<file path="src/rtl/stopwatch_counter.sv">
// -----------------------------------------------------------------------------
// stopwatch_counter
//
// Timekeeping core of the stopwatch. The divided clock from the frequency
// divider is sampled as ordinary data: each rising edge becomes a one-cycle
// tick pulse. A prescaler turns TICKS_PER_SEC tick pulses into one step of a
// BCD MM:SS counter. The counter runs under an IDLE/RUN/PAUSE control machine
// with a clear button and a lap (display freeze) button.
//
// Parameters
//   TICKS_PER_SEC  divider rising edges per one-second step (1..255)
//
// Ports
//   CLK         in   system clock, rising edge
//   RST         in   synchronous active-high reset, clears all state
//   TICK_IN     in   divided clock, asynchronous data
//   START_STOP  in   button level, rising edge toggles run/pause
//   CLEAR       in   button level, rising edge zeroes the count
//   LAP         in   button level, rising edge toggles display freeze
//   SEC_U       out  seconds units  (BCD 0-9)
//   SEC_T       out  seconds tens   (BCD 0-5)
//   MIN_U       out  minutes units  (BCD 0-9)
//   MIN_T       out  minutes tens   (BCD 0-5)
//   RUNNING     out  high in RUN
//   LAP_ACTIVE  out  high while the display is frozen
//   OVF         out  sticky, set when the count wraps 59:59 -> 00:00
//
// All outputs are driven straight from flops.
// -----------------------------------------------------------------------------
module stopwatch_counter #(
   parameter int unsigned TICKS_PER_SEC = 1
) (
   input  logic       CLK,
   input  logic       RST,
   input  logic       TICK_IN,
   input  logic       START_STOP,
   input  logic       CLEAR,
   input  logic       LAP,
   output logic [3:0] SEC_U,
   output logic [3:0] SEC_T,
   output logic [3:0] MIN_U,
   output logic [3:0] MIN_T,
   output logic       RUNNING,
   output logic       LAP_ACTIVE,
   output logic       OVF
);

   typedef enum logic [1:0] {
      ST_IDLE  = 2'd0,
      ST_RUN   = 2'd1,
      ST_PAUSE = 2'd2
   } state_t;

   // Prescaler terminal value; the step happens on the tick that finds it here.
   localparam logic [7:0] LAST_TICK = 8'(TICKS_PER_SEC - 1);

   // Bit positions inside the conditioned input vectors.
   localparam int unsigned B_TICK  = 0;
   localparam int unsigned B_SS    = 1;
   localparam int unsigned B_CLEAR = 2;
   localparam int unsigned B_LAP   = 3;

   // One BCD digit increment with wrap at 'top'. Returns {carry, digit}.
   // Any out-of-range digit also wraps to zero so a corrupted digit heals.
   function automatic logic [4:0] bcd_inc(input logic [3:0] digit,
                                          input logic [3:0] top);
      logic [4:0] res;
      if (digit >= top) begin
         res = {1'b1, 4'd0};
      end else begin
         res = {1'b0, digit + 4'd1};
      end
      return res;
   endfunction

   // ---------------------------------------------------------------- storage
   logic [3:0]  sync1_r;
   logic [3:0]  sync2_r;
   logic [3:0]  prev_r;
   logic [2:0]  armed_r;
   state_t      state_r;
   logic [7:0]  presc_r;
   logic [15:0] live_r;       // {MIN_T, MIN_U, SEC_T, SEC_U}
   logic [15:0] hold_r;
   logic        lap_r;
   logic        ovf_r;
   logic [15:0] disp_r;
   logic        running_r;

   // ------------------------------------------------------------ next state
   logic [3:0]  pulse_s;
   logic        tick_p_s;
   logic        ss_p_s;
   logic        clear_p_s;
   logic        lap_p_s;
   logic [4:0]  su_s;
   logic [4:0]  st_s;
   logic [4:0]  mu_s;
   logic [4:0]  mt_s;
   logic [15:0] inc_s;
   logic        wrap_s;
   logic        count_en_s;
   logic        step_s;
   state_t      state_nxt;
   logic [7:0]  presc_nxt;
   logic [15:0] live_nxt;
   logic [15:0] hold_nxt;
   logic        lap_nxt;
   logic        ovf_nxt;
   logic [15:0] disp_nxt;
   logic        running_nxt;

   // Rising-edge detection on the synchronized inputs. The synchronizer and
   // history flops restart at zero after reset, so edges are held off until
   // the chain has flushed (armed_r full); a level already high when reset
   // drops is then seen as history rather than as a new edge.
   always_comb begin
      pulse_s = 4'd0;
      if (armed_r[2]) begin
         pulse_s = sync2_r & ~prev_r;
      end else begin
         pulse_s = 4'd0;
      end
   end

   assign tick_p_s  = pulse_s[B_TICK];
   assign ss_p_s    = pulse_s[B_SS];
   assign clear_p_s = pulse_s[B_CLEAR];
   assign lap_p_s   = pulse_s[B_LAP];

   // Ripple the one-second increment through the four BCD digits.
   always_comb begin
      su_s = 5'd0;
      st_s = 5'd0;
      mu_s = 5'd0;
      mt_s = 5'd0;
      su_s = bcd_inc(live_r[3:0], 4'd9);
      if (su_s[4]) begin
         st_s = bcd_inc(live_r[7:4], 4'd5);
      end else begin
         st_s = {1'b0, live_r[7:4]};
      end
      if (st_s[4]) begin
         mu_s = bcd_inc(live_r[11:8], 4'd9);
      end else begin
         mu_s = {1'b0, live_r[11:8]};
      end
      if (mu_s[4]) begin
         mt_s = bcd_inc(live_r[15:12], 4'd5);
      end else begin
         mt_s = {1'b0, live_r[15:12]};
      end
   end

   assign inc_s  = {mt_s[3:0], mu_s[3:0], st_s[3:0], su_s[3:0]};
   assign wrap_s = mt_s[4];

   // A stop pulse in RUN takes effect in the same cycle, so a coincident tick
   // neither steps nor advances the prescaler.
   assign count_en_s = (state_r == ST_RUN) && tick_p_s && !ss_p_s;

   // Control machine, prescaler, live count, lap hold and overflow flag.
   always_comb begin
      state_nxt = state_r;
      presc_nxt = presc_r;
      live_nxt  = live_r;
      hold_nxt  = hold_r;
      lap_nxt   = lap_r;
      ovf_nxt   = ovf_r;
      step_s    = 1'b0;

      if (clear_p_s) begin
         // Clear wins over every other event in the cycle.
         state_nxt = ST_IDLE;
         presc_nxt = 8'd0;
         live_nxt  = 16'd0;
         lap_nxt   = 1'b0;
         ovf_nxt   = 1'b0;
      end else begin
         case (state_r)
            ST_IDLE: begin
               if (ss_p_s) state_nxt = ST_RUN;
               else        state_nxt = ST_IDLE;
            end
            ST_RUN: begin
               if (ss_p_s) state_nxt = ST_PAUSE;
               else        state_nxt = ST_RUN;
            end
            ST_PAUSE: begin
               if (ss_p_s) state_nxt = ST_RUN;
               else        state_nxt = ST_PAUSE;
            end
            default: begin
               state_nxt = ST_IDLE;
            end
         endcase

         // Prescaler only moves in RUN; in PAUSE it simply holds.
         if (count_en_s) begin
            if (presc_r >= LAST_TICK) begin
               presc_nxt = 8'd0;
               step_s    = 1'b1;
            end else begin
               presc_nxt = presc_r + 8'd1;
               step_s    = 1'b0;
            end
         end else begin
            presc_nxt = presc_r;
            step_s    = 1'b0;
         end

         if (step_s) begin
            live_nxt = inc_s;
            if (wrap_s) ovf_nxt = 1'b1;
            else        ovf_nxt = ovf_r;
         end else begin
            live_nxt = live_r;
            ovf_nxt  = ovf_r;
         end

         // The hold register captures live_r, i.e. the count before any
         // step landing in this same cycle.
         if (lap_p_s) begin
            if (lap_r) begin
               lap_nxt  = 1'b0;
               hold_nxt = hold_r;
            end else if (state_r != ST_IDLE) begin
               lap_nxt  = 1'b1;
               hold_nxt = live_r;
            end else begin
               lap_nxt  = lap_r;
               hold_nxt = hold_r;
            end
         end else begin
            lap_nxt  = lap_r;
            hold_nxt = hold_r;
         end
      end

      if (lap_nxt) begin
         disp_nxt = hold_nxt;
      end else begin
         disp_nxt = live_nxt;
      end
      running_nxt = (state_nxt == ST_RUN);
   end

   // All state and output registers with synchronous reset.
   always_ff @(posedge CLK) begin
      if (RST) begin
         sync1_r   <= 4'd0;
         sync2_r   <= 4'd0;
         prev_r    <= 4'd0;
         armed_r   <= 3'd0;
         state_r   <= ST_IDLE;
         presc_r   <= 8'd0;
         live_r    <= 16'd0;
         hold_r    <= 16'd0;
         lap_r     <= 1'b0;
         ovf_r     <= 1'b0;
         disp_r    <= 16'd0;
         running_r <= 1'b0;
      end else begin
         sync1_r   <= {LAP, CLEAR, START_STOP, TICK_IN};
         sync2_r   <= sync1_r;
         prev_r    <= sync2_r;
         armed_r   <= {armed_r[1:0], 1'b1};
         state_r   <= state_nxt;
         presc_r   <= presc_nxt;
         live_r    <= live_nxt;
         hold_r    <= hold_nxt;
         lap_r     <= lap_nxt;
         ovf_r     <= ovf_nxt;
         disp_r    <= disp_nxt;
         running_r <= running_nxt;
      end
   end

   assign SEC_U      = disp_r[3:0];
   assign SEC_T      = disp_r[7:4];
   assign MIN_U      = disp_r[11:8];
   assign MIN_T      = disp_r[15:12];
   assign RUNNING    = running_r;
   assign LAP_ACTIVE = lap_r;
   assign OVF        = ovf_r;

endmodule

</file>
<file path="config.mk">
export PLATFORM = sky130hd
export DESIGN_NAME = stopwatch_counter
export DESIGN_NICKNAME = d
export VERILOG_FILES = /design/src/rtl/stopwatch_counter.sv
export SDC_FILE = /design/constraint.sdc
export NUM_CORES = 1
export LEC_CHECK = 0
export BUFFER_PORTS_ARGS = -buffer_cell sky130_fd_sc_hd__buf_2
export CELL_PAD_IN_SITES_DETAIL_PLACEMENT = 0
export CELL_PAD_IN_SITES_GLOBAL_PLACEMENT = 1
export CORE_MARGIN = 2
export CORE_UTILIZATION = 25
export DETAILED_ROUTE_END_ITERATION = 7
export PLACE_DENSITY_LB_ADDON = 0.1
export SLEW_MARGIN = 20
export SYNTH_ARGS = -nofsm -noshare
export SYNTH_HDL_FRONTEND = slang
export SYNTH_SLANG_ARGS = --single-unit
</file>
<file path="constraint.sdc">
create_clock -name CLK -period 3.06 [get_ports CLK]
set_input_delay 0.306 -clock CLK [delete_from_list [all_inputs] [get_ports CLK]]
set_output_delay 0.306 -clock CLK [all_outputs]
set_load 0.05 [all_outputs]
</file>
==> metrics.md, run 1 <==
| Metric | Value |
|---|---|
| CP Max Fanout | `10` |
| Diode count | `0` |
| Seq pwr share | `0.477` |
| Via Count | `between 1500 and 2000` |
| Vias in the first global route | `2080` |
| Post-Syn Nets | `299` |
| Post-synth EDFFs | `0` |
| Peak supply drop | `approximately 0.32 mV` |
| Fraction of registers with async set/reset | `0` |
| Max-slew violation count | `0` |
| Critical-path top delay cell | `nor4_4` |
| Setup violations, final | `0` |
| Unrepaired setup endpoints after global routing | `false` |
| H-tree Lvls | `3` |
| Resize count post-CTS | `0` |
| Compound-cell area share of the yosys netlist | `0.104` |
| Fill count | `1184` |
| Synth Instances | `approximately 280` |
| Post-DP HPWL | `approximately 4400 µm` |
| Global route overflow | `0` |
| Worst Setup End Kind | `register` |
| Dominant synthesized flop cell | `dfxtp_1` |
| Worst Path Buf+Inv | `1` |
| Post-route total power | `1.88 mW` |
| Sequential area share after synthesis | `0.483` |
| Power share of the combinational group | `0.021` |
| Num rows | `38` |
| Synth warn | `0` |
| Final period utilization | `0.693` |
| Clock skew | `0.00402 ns` |
| Area Overhead vs Synth | `19.0%` |
| CP delay by family, top | `simple AND/OR/NAND/NOR gates` |
| Num CTS Buffers | `9` |
| Post-CTS setup buffer count | `0` |
| Clk Latency, worst-skew pair | `0.33 ns` |
| Initial Utilization | `0.258` |
| Die ar. | `between 10000 and 15000 µm²` |
| Syn_area_per_cell | `10.0 µm²` |
| Hold Violations, Final | `0` |
| CTS sink count | `68` |
| Gp weighted congestion | `0.676` |
| #FFs+latches synth | `68` |
| Pre-Repair DR Iteration Count | `4` |
| Worst EP required | `between 3 and 4 ns` |
| Global-route wire length before repair | `roughly 11000 µm` |
| Fin crit period | `2.12 ns` |
| Adder-Cell Fraction of Synth Area | `0.0533` |
| P per Cell Area | `approximately 560 nW/µm²` |
| Run status | `complete, no violations` |
| TritonCTS clock tree | `built` |
| Most frequent cells in the layout | `dfxtp_1, nor2_1, mux2i_1` |
| Number of antenna violations at the first check in global routing | `0` |
| Kind of critical path | `register to register` |
| Hold slack | `0.179 ns` |
| Iteration-0 DRC Markers | `52` |
| Crit-path cells | `nand2_2 -> nor4_4 -> buf_4 -> mux2i_1 -> and2_0 -> a211oi_1` |
| I/O pin total | `25` |
| Commonest non-fill, non-tap cell in the layout | `dfxtp_1` |
| Distinct cells, synth | `52` |
| Type of the tightest min-delay check | `primary input to register` |
| Final WL | `6430 µm` |
| Share of layout cells above drive strength 1 | `0.194` |
| Peak Freq | `0.472 GHz` |
| Residual DRC count | `0` |
| Main combinational cell family by area after synthesis | `simple AND/OR/NAND/NOR gates` |
| Clock tree buffer depth | `2` |
| Sw Share | `0.216` |
| Pleak | `1.31 nW` |
| Chip Width | `110 µm` |
| Core area | `10900 µm²` |
| Die height | `110 µm` |
| Least-Margin Pin Slew | `around 0.7 ns` |
| Fin Setup TNS | `0 ns` |
| Total Routing Usage GR | `0.120` |
| Relative slew margins | `0.539` |
| Pin count of the biggest net entering global routing | `41` |
| Post-route ant nets | `0` |
| Max-cap viol count | `0` |
| Clock power frac | `0.503` |
| Reg clk slew, reported paths | `0.06 ns` |
| Avg WL per Cell | `roughly 14 µm` |
| Crit start category | `register` |
| Post-synthesis simple-gate area fraction | `0.200` |
| Crit-path max cell delay | `roughly 0.59 ns` |
| Final #Nets | `328` |
| Synth Area in XOR/XNOR | `0.00622` |
| Cts hold-fix bufs | `0` |
| Mapped cell area | `2820 µm²` |
| Critical Path AT | `2.35 ns` |
| Switch Pwr | `between 0.4 and 0.5 mW` |
| CTS Root Cell | `clkbuf_16` |
| DR vias/cell | `between 4 and 5` |
| Cell Int Power | `~1.5 mW` |
| IO buf count | `24` |
| Post-synthesis mux area share | `0.108` |
==> stage by stage <==
step / instance area, µm² / cells / setup slack, ns / utilization
after global routing: 3350 / 455 / 0.714 / 0.307
final: 3350 / 455 / 0.939 / 0.307
after detailed placement: 3080 / 439 / 0.905 / 0.282
after CTS: 3350 / 455 / 0.884 / 0.307
after floorplan: 2820 / 281 / 0.997 / -
after global placement: 3080 / 439 / 0.850 / 0.282
==> Yosys cell counts (3+ instances only) <==
cell type	n	share of area
dfxtp_1	68	0.48
nor2_1	38	0.051
mux2i_1	26	0.092
nor2b_1	17	0.038
a21oi_1	16	0.028
inv_1	15	0.020
ha_1	12	0.053
nand2_1	8	0.011
clkbuf_1	6	0.0080
nand3_1	6	0.011
a21o_1	5	0.013
o21ai_0	4	0.0071
buf_6	3	0.012
mux2_1	3	0.012
nand2b_1	3	0.0067
nand4_1	3	0.0067
nor2b_2	3	0.0093
nor4_1	3	0.0067
o32ai_1	3	0.0093
==> final cells by class <==
type | count | area [µm²] | area share
clock inverter | 4 | 25.0 | 0.00747
inverter | 15 | 56.3 | 0.0168
tap | 140 | 175 | 0.0523
timing repair buffer | 29 | 158 | 0.0470
clock buffer | 12 | 246 | 0.0735
multi-input combinational | 187 | 1330 | 0.397
sequential | 68 | 1360 | 0.406
==> cell families (layout without fill, tap and decap cells) <==
kind of cell,count (synthesis),in the layout
AO/OA/AOI/OAI,43,43
XOR/XNOR,2,2
adder cells (fa/ha/maj),12,12
buffers and inverters,26,60
flip-flops,68,68
multiplexers,30,30
AND/OR/NAND/NOR,100,100
==> power groups by stage <==
stage	registers, mW	clock network [mW]	logic (mW)
final	0.898	0.947	0.0387
after global routing	0.899	1.03	0.0435
after CTS	0.898	0.986	0.0397
after detailed placement	0.918	0	0.0397
after global placement	0.917	0	0.0405
after floorplan	0.917	0	0.0269
==> sequential cells by signal, summed over array words and instances, names as in the netlist <==
| name | flops |
|---|---|
| live_r | 16 |
| disp_r | 16 |
| prev_r | 4 |
| state_r | 2 |
| armed_r | 3 |
| sync1_r | 4 |
| hold_r | 16 |
| RUNNING | 1 |
| sync2_r | 4 |
| LAP_ACTIVE | 1 |
| OVF | 1 |
==> final timing paths <==
| path | from | end | slack [ns] | cells past startpoint |
|---|---|---|---|---|
| setup / recovery | armed_r[2] | disp_r[4] | 0.94 | 6 |
| hold / removal | RST | armed_r[0] | 0.18 | 2 |
| setup reg to reg | armed_r[2] | disp_r[4] | 0.94 | 6 |
| hold reg to reg | armed_r[1] | armed_r[2] | 0.44 | 1 |
==> per-layer routing <==
metal | up-vias | share of wire | wire [µm] | GRT usage
met2 | 29 | 0.48 | 3080 | 0.191
met5 | - | 0 | 0 | 0
met4 | 0 | 0.023 | 150 | 0.0563
li1 | 1018 | - | - | -
met1 | 939 | 0.46 | 2970 | 0.148
met3 | 12 | 0.035 | 223 | 0.0370
No activity file was read; power rests on OpenSTA's default activity.
==> run 2, diff against run 1 <==
==> constraint.sdc (replaced) <==
create_clock -name CLK -period 2.2 [get_ports CLK]
set_input_delay 0.22 -clock CLK [delete_from_list [all_inputs] [get_ports CLK]]
set_output_delay 0.22 -clock CLK [all_outputs]
set_load 0.05 [all_outputs]
==> run 2 against run 1 <==
Effect of this change:
- hold slack lost 0.088 ns
- global-route usage barely moved
- sequential cell count unchanged
- routed wire length rose by 0.75%
- core utilization rose by 1.1 points
- largest power group unchanged
==> metrics.md, run 2 (synthesis gave the netlist of run 1 again) <==
| Metric | Value |
|---|---|
| Run status | `complete, no violations` |
| Most frequent cells in the layout | `dfxtp_1, nor2_1, mux2i_1` |
| Worst Setup End Kind | `register` |
| Worst EP required | `between 2 and 2.5 ns` |
| Post-DP HPWL | `4580 µm` |
| Die height | `110 µm` |
| Kind of critical path | `register to register` |
| Number of antenna violations at the first check in global routing | `0` |
| Core area | `around 11000 µm²` |
| Gp weighted congestion | `0.712` |
| DP Cell Count | `448` |
| Final Cell Area | `roughly 3500 µm²` |
| H-tree Lvls | `3` |
| Vias in the first global route | `between 2000 and 2500` |
| Fin cells | `464` |
| Clk Latency, worst-skew pair | `0.33 ns` |
| Placed inst area | `between 3000 and 4000 µm²` |
| Initial Utilization | `0.258` |
| Clock skew | `~0.0065 ns` |
| Fin crit period | `1.96 ns` |
| Crit-path cells | `inv_1 -> ha_1 -> nand2b_1 -> or3b_2 -> nor4b_2 -> mux2i_1 -> a21oi_1` |
| Final #Nets | `337` |
| Final period utilization | `0.892` |
| Max-cap viol count | `0` |
| Post-route total power | `2.85 mW` |
| Fill count | `1159` |
| Storage cell area | `1360 µm²` |
| Clock tree buffer depth | `2` |
| Reg clk slew, reported paths | `0.06 ns` |
| Worst flop-to-flop path startpoint | `live_r[13]` |
| Min-delay src | `RST` |
| Pin count of the biggest net entering global routing | `41` |
| Avg WL per Cell | `roughly 14 µm` |
| TritonCTS clock tree | `built` |
| Residual DRC count | `0` |
| CP Max Fanout | `5` |
| Total Routing Usage GR | `0.120` |
| Peak Freq | `a little over 0.5 GHz` |
| Post-route ant nets | `0` |
| Crit start category | `register` |
| Worst setup startpoint | `live_r[13]` |
| Placement Setup Slack | `around 0.18 ns` |
| Pleak | `1.39 nW` |
| CTS sink count | `68` |
| Hold Violations, Final | `0` |
| Global-route wire length before repair | `10700 µm` |
| Iteration-0 DRC Markers | `35` |
| Type of the tightest min-delay check | `primary input to register` |
| Regs by FF count | `disp_r (16), hold_r (16), live_r (16)` |
| Final WL | `around 6500 µm` |
| Crit-path max cell delay | `0.47 ns` |
| Peak supply drop | `0.345 mV` |
| Num rows | `38` |
| Fin Setup TNS | `0 ns` |
| Diode count | `0` |
| Unrepaired setup endpoints after global routing | `false` |
| Least-Margin Pin Slew | `0.588 ns` |
| I/O pin total | `25` |
| Chip Width | `~110 µm` |
| Max-slew violation count | `0` |
| Global route overflow | `0` |
| Share of layout cells above drive strength 1 | `0.222` |
| Commonest non-fill, non-tap cell in the layout | `dfxtp_1` |
| Critical Path AT | `2.21 ns` |
| Setup violations, final | `0` |
| Post-CTS setup buffer count | `0` |
| DR vias/cell | `4.35` |
| Cts hold-fix bufs | `0` |
| Hold slack | `0.0904 ns` |
| Critical-path top delay cell | `or3b_2` |
| Final cell utilization of the core | `0.318` |
| P per Cell Area | `822 nW/µm²` |
| Multi-input gate area | `approximately 1300 µm²` |
| Relative slew margins | `0.606` |
| Area Overhead vs Synth | `23.3%` |
| Final worst slack | `0.238 ns` |
| Pre-Repair DR Iteration Count | `4` |
| Via Count | `2020` |
| Die ar. | `12100 µm²` |
| IO buf count | `24` |
| Num CTS Buffers | `9` |
| CTS Root Cell | `clkbuf_16` |
[run 2: changes by cell type in the layout (fill, tap and decap cells not counted), sizes merged]
| cell | change |
|---|---|
| buf | +9 |
| bufinv | +2 |
| clkinv | +1 |
| clkbuf | -1 |
| clkinvlp | -2 |
[run 2: worst max-delay path, delay by kind of cell, from the launching register on]
family / cells / cell delay, ns
AOI/OAI and AO/OA: 1 / 0.19
buffers and inverters: 1 / 0.11
muxes: 1 / 0.13
DFF: 1 / 0.41
and+or+nand+nor: 3 / 0.86
adders and majority gates: 1 / 0.18
[run 2: path summary, 6_finish.rpt]
| path | to | slack (ns) | depth (start not counted) |
|---|---|---|---|
| worst max-delay path | disp_r[15] | 0.24 | 7 |
| worst min-delay path | armed_r[0] | 0.09 | 2 |
| worst max register to register | disp_r[15] | 0.24 | 7 |
| worst min register to register | armed_r[1] | 0.43 | 1 |
[run 2: power breakdown]
group | switching, mW | internal (mW)
sequential | 0.00555 | 1.24
clock | 0.532 | 1.02
combinational | 0.0335 | 0.0216
total | 0.571 | 2.28
[run 2: cell type report]
cell class | count | area share
flip-flops and latches | 68 | 0.392
well taps | 140 | 0.0505
repair buffers | 38 | 0.0649
multi-input cells | 187 | 0.385
clock inverters | 5 | 0.0216
inverters | 15 | 0.0162
clock buffers | 11 | 0.0699
[run 2: repair_timing]
action / CTS / global route
resized for setup: 0 / 1
hold endpoints to repair: 0 / 0
setup endpoints to repair: 0 / 1
[run 2: routing by layer]
layer / vias to the layer above / wire (µm) / global-route usage
met5: - / 0 / 0
met4: 0 / 122 / 0.0616
met3: 8 / 202 / 0.0276
met2: 29 / 2830 / 0.179
met1: 936 / 3330 / 0.161
li1: 1047 / - / -
==> run 3, diff against run 2 <==
--- a/config.mk
+++ b/config.mk
@@ -10,6 +10,7 @@
 export CELL_PAD_IN_SITES_GLOBAL_PLACEMENT = 1
 export CORE_MARGIN = 2
 export CORE_UTILIZATION = 25
+export CTS_BUF_LIST = sky130_fd_sc_hd__clkbuf_8
 export DETAILED_ROUTE_END_ITERATION = 7
 export PLACE_DENSITY_LB_ADDON = 0.1
 export SLEW_MARGIN = 20
==> run 3 against run 2 <==
Effect of this change:
- largest cell class unchanged
- sequential share of layout area rose by 1.2 points
- critical path type unchanged
- via count fell by 0.45%
- highest routed layer unchanged
- core utilization fell by 0.93 points
==> metrics.md, run 3 (synthesis gave the netlist of run 1 again) <==
| Metric | Value |
|---|---|
| Worst EP required | `roughly 2.5 ns` |
| CP Max Fanout | `5` |
| Num rows | `38` |
| Number of antenna violations at the first check in global routing | `0` |
| Die height | `110 µm` |
| Die ar. | `approximately 12000 µm²` |
| Share of layout cells above drive strength 1 | `0.222` |
| Fin crit period | `1.97 ns` |
| Worst Setup End Kind | `register` |
| Final #Nets | `337` |
| Placed inst area | `~3100 µm²` |
| RR Endpoint | `disp_r[15]` |
| Via Count | `2011` |
| CTS sink count | `68` |
| Storage cell area | `1360 µm²` |
| CTS Root Cell | `clkbuf_8` |
| Peak supply drop | `0.265 mV` |
| Post-route ant nets | `0` |
| Critical Path AT | `2.22 ns` |
| Cts hold-fix bufs | `0` |
| IO buf count | `24` |
| Initial Utilization | `0.258` |
| Hold Path Sink | `armed_r[0]` |
| Commonest non-fill, non-tap cell in the layout | `dfxtp_1` |
| Setup violations, final | `0` |
| Fill count | `1165` |
| Pleak | `1.34 nW` |
| Final WL | `6450 µm` |
| Clock tree buffer depth | `2` |
| Pin count of the biggest net entering global routing | `41` |
| Flop2flop setup slack | `0.23 ns` |
| Fin Setup TNS | `0 ns` |
| Max-cap viol count | `0` |
| Diode count | `0` |
| Least-Margin Pin Slew | `0.606 ns` |
| Iteration-0 DRC Markers | `35` |
| Total Routing Usage GR | `0.119` |
| Worst hold stages | `2` |
| Relative slew margins | `0.595` |
| Max-slew violation count | `0` |
| Worst flop-to-flop path startpoint | `live_r[13]` |
| Crit start category | `register` |
| Peak Freq | `about 0.51 GHz` |
| H-tree Lvls | `3` |
| P per Cell Area | `726 nW/µm²` |
| Post-CTS setup buffer count | `0` |
| Clock skew | `0.0110 ns` |
| Unrepaired setup endpoints after global routing | `false` |
| Pre-Repair DR Iteration Count | `4` |
| Regs by FF count | `disp_r (16), hold_r (16), live_r (16)` |
| Num CTS Buffers | `9` |
| Gp weighted congestion | `0.712` |
| DR vias/cell | `4.33` |
| Vias in the first global route | `2034` |
| Worst setup startpoint | `live_r[13]` |
| Type of the tightest min-delay check | `primary input to register` |
| Global route overflow | `0` |
| Kind of critical path | `register to register` |
| Hold Violations, Final | `0` |
| Run status | `complete, no violations` |
| Chip Width | `between 100 and 150 µm` |
| Multi-input gate area | `1340 µm²` |
| Global-route wire length before repair | `10700 µm` |
| Clk Latency, worst-skew pair | `roughly 0.34 ns` |
| R2R depth | `7` |
| Post-DP HPWL | `approximately 4600 µm` |
| Residual DRC count | `0` |
| TritonCTS clock tree | `built` |
| Final cell utilization of the core | `0.308` |
| Min-delay src | `RST` |
| Core area | `10900 µm²` |
| Final period utilization | `0.894` |
| Reg clk slew, reported paths | `0.07 ns` |
| I/O pin total | `25` |
| Avg WL per Cell | `13.9 µm` |
| Final Cell Area | `3370 µm²` |
| Area Overhead vs Synth | `19.7%` |
| Most frequent cells in the layout | `dfxtp_1, nor2_1, mux2i_1` |
## run 3: what timing repair did
action | in CTS | in global routing
endpoints found under the hold margin | 0 | 0
resized for setup | 0 | 1
endpoints found under the setup margin | 0 | 1
## run 3: where the power goes
group          total [mW]  internal [mW]  switching [mW]
clock network        1.14          0.660           0.485
logic              0.0551         0.0216          0.0335
registers            1.25           1.24         0.00560
total                2.45           1.92           0.524
## run 3: area by class of cell
| type | instances | area share |
|---|---|---|
| clock buffers | 10 | 0.0408 |
| clock inverters | 6 | 0.0234 |
| inverters | 15 | 0.0167 |
| multi-input cells | 187 | 0.396 |
| flip-flops and latches | 68 | 0.404 |
| well taps | 140 | 0.0520 |
| repair buffers | 38 | 0.0668 |
## run 3: how the worst max path moves through the flow
stage / end / depth (start not counted)
2_1_floorplan: disp_r[5] / 6
4_1_cts: disp_r[15] / 7
5_1_grt: disp_r[15] / 7
3_5_place_dp: disp_r[15] / 7
3_3_place_gp: disp_r[15] / 7
6_report: disp_r[15] / 7
## run 3: critical path, cell delays in order, from the launching register on
cell	delay, ns
dfxtp_1	0.42
inv_1	0.11
ha_1	0.18
nand2b_1	0.15
or3b_2	0.47
nor4b_2	0.24
mux2i_1	0.12
a21oi_1	0.19
## run 3: metrics by stage
step / std cells / hold slack, ns / power, mW / setup WS [ns]
final: 464 / 0.0776 / 2.45 / 0.233
after global placement: 448 / 0.422 / 1.33 / 0.187
after global routing: 464 / 0.0798 / 2.54 / 0.0505
after CTS: 464 / 0.0699 / 2.49 / 0.153
after floorplan: 281 / 0.309 / 1.31 / 0.137
after detailed placement: 448 / 0.420 / 1.33 / 0.182
## run 3: routing by layer
metal  GRT usage  up-vias  wire length, µm
li1            -     1041                -
met2       0.178       24             2790
met4      0.0616        0              138
met1       0.161      935             3340
met5           0        -                0
met3      0.0223       11              186
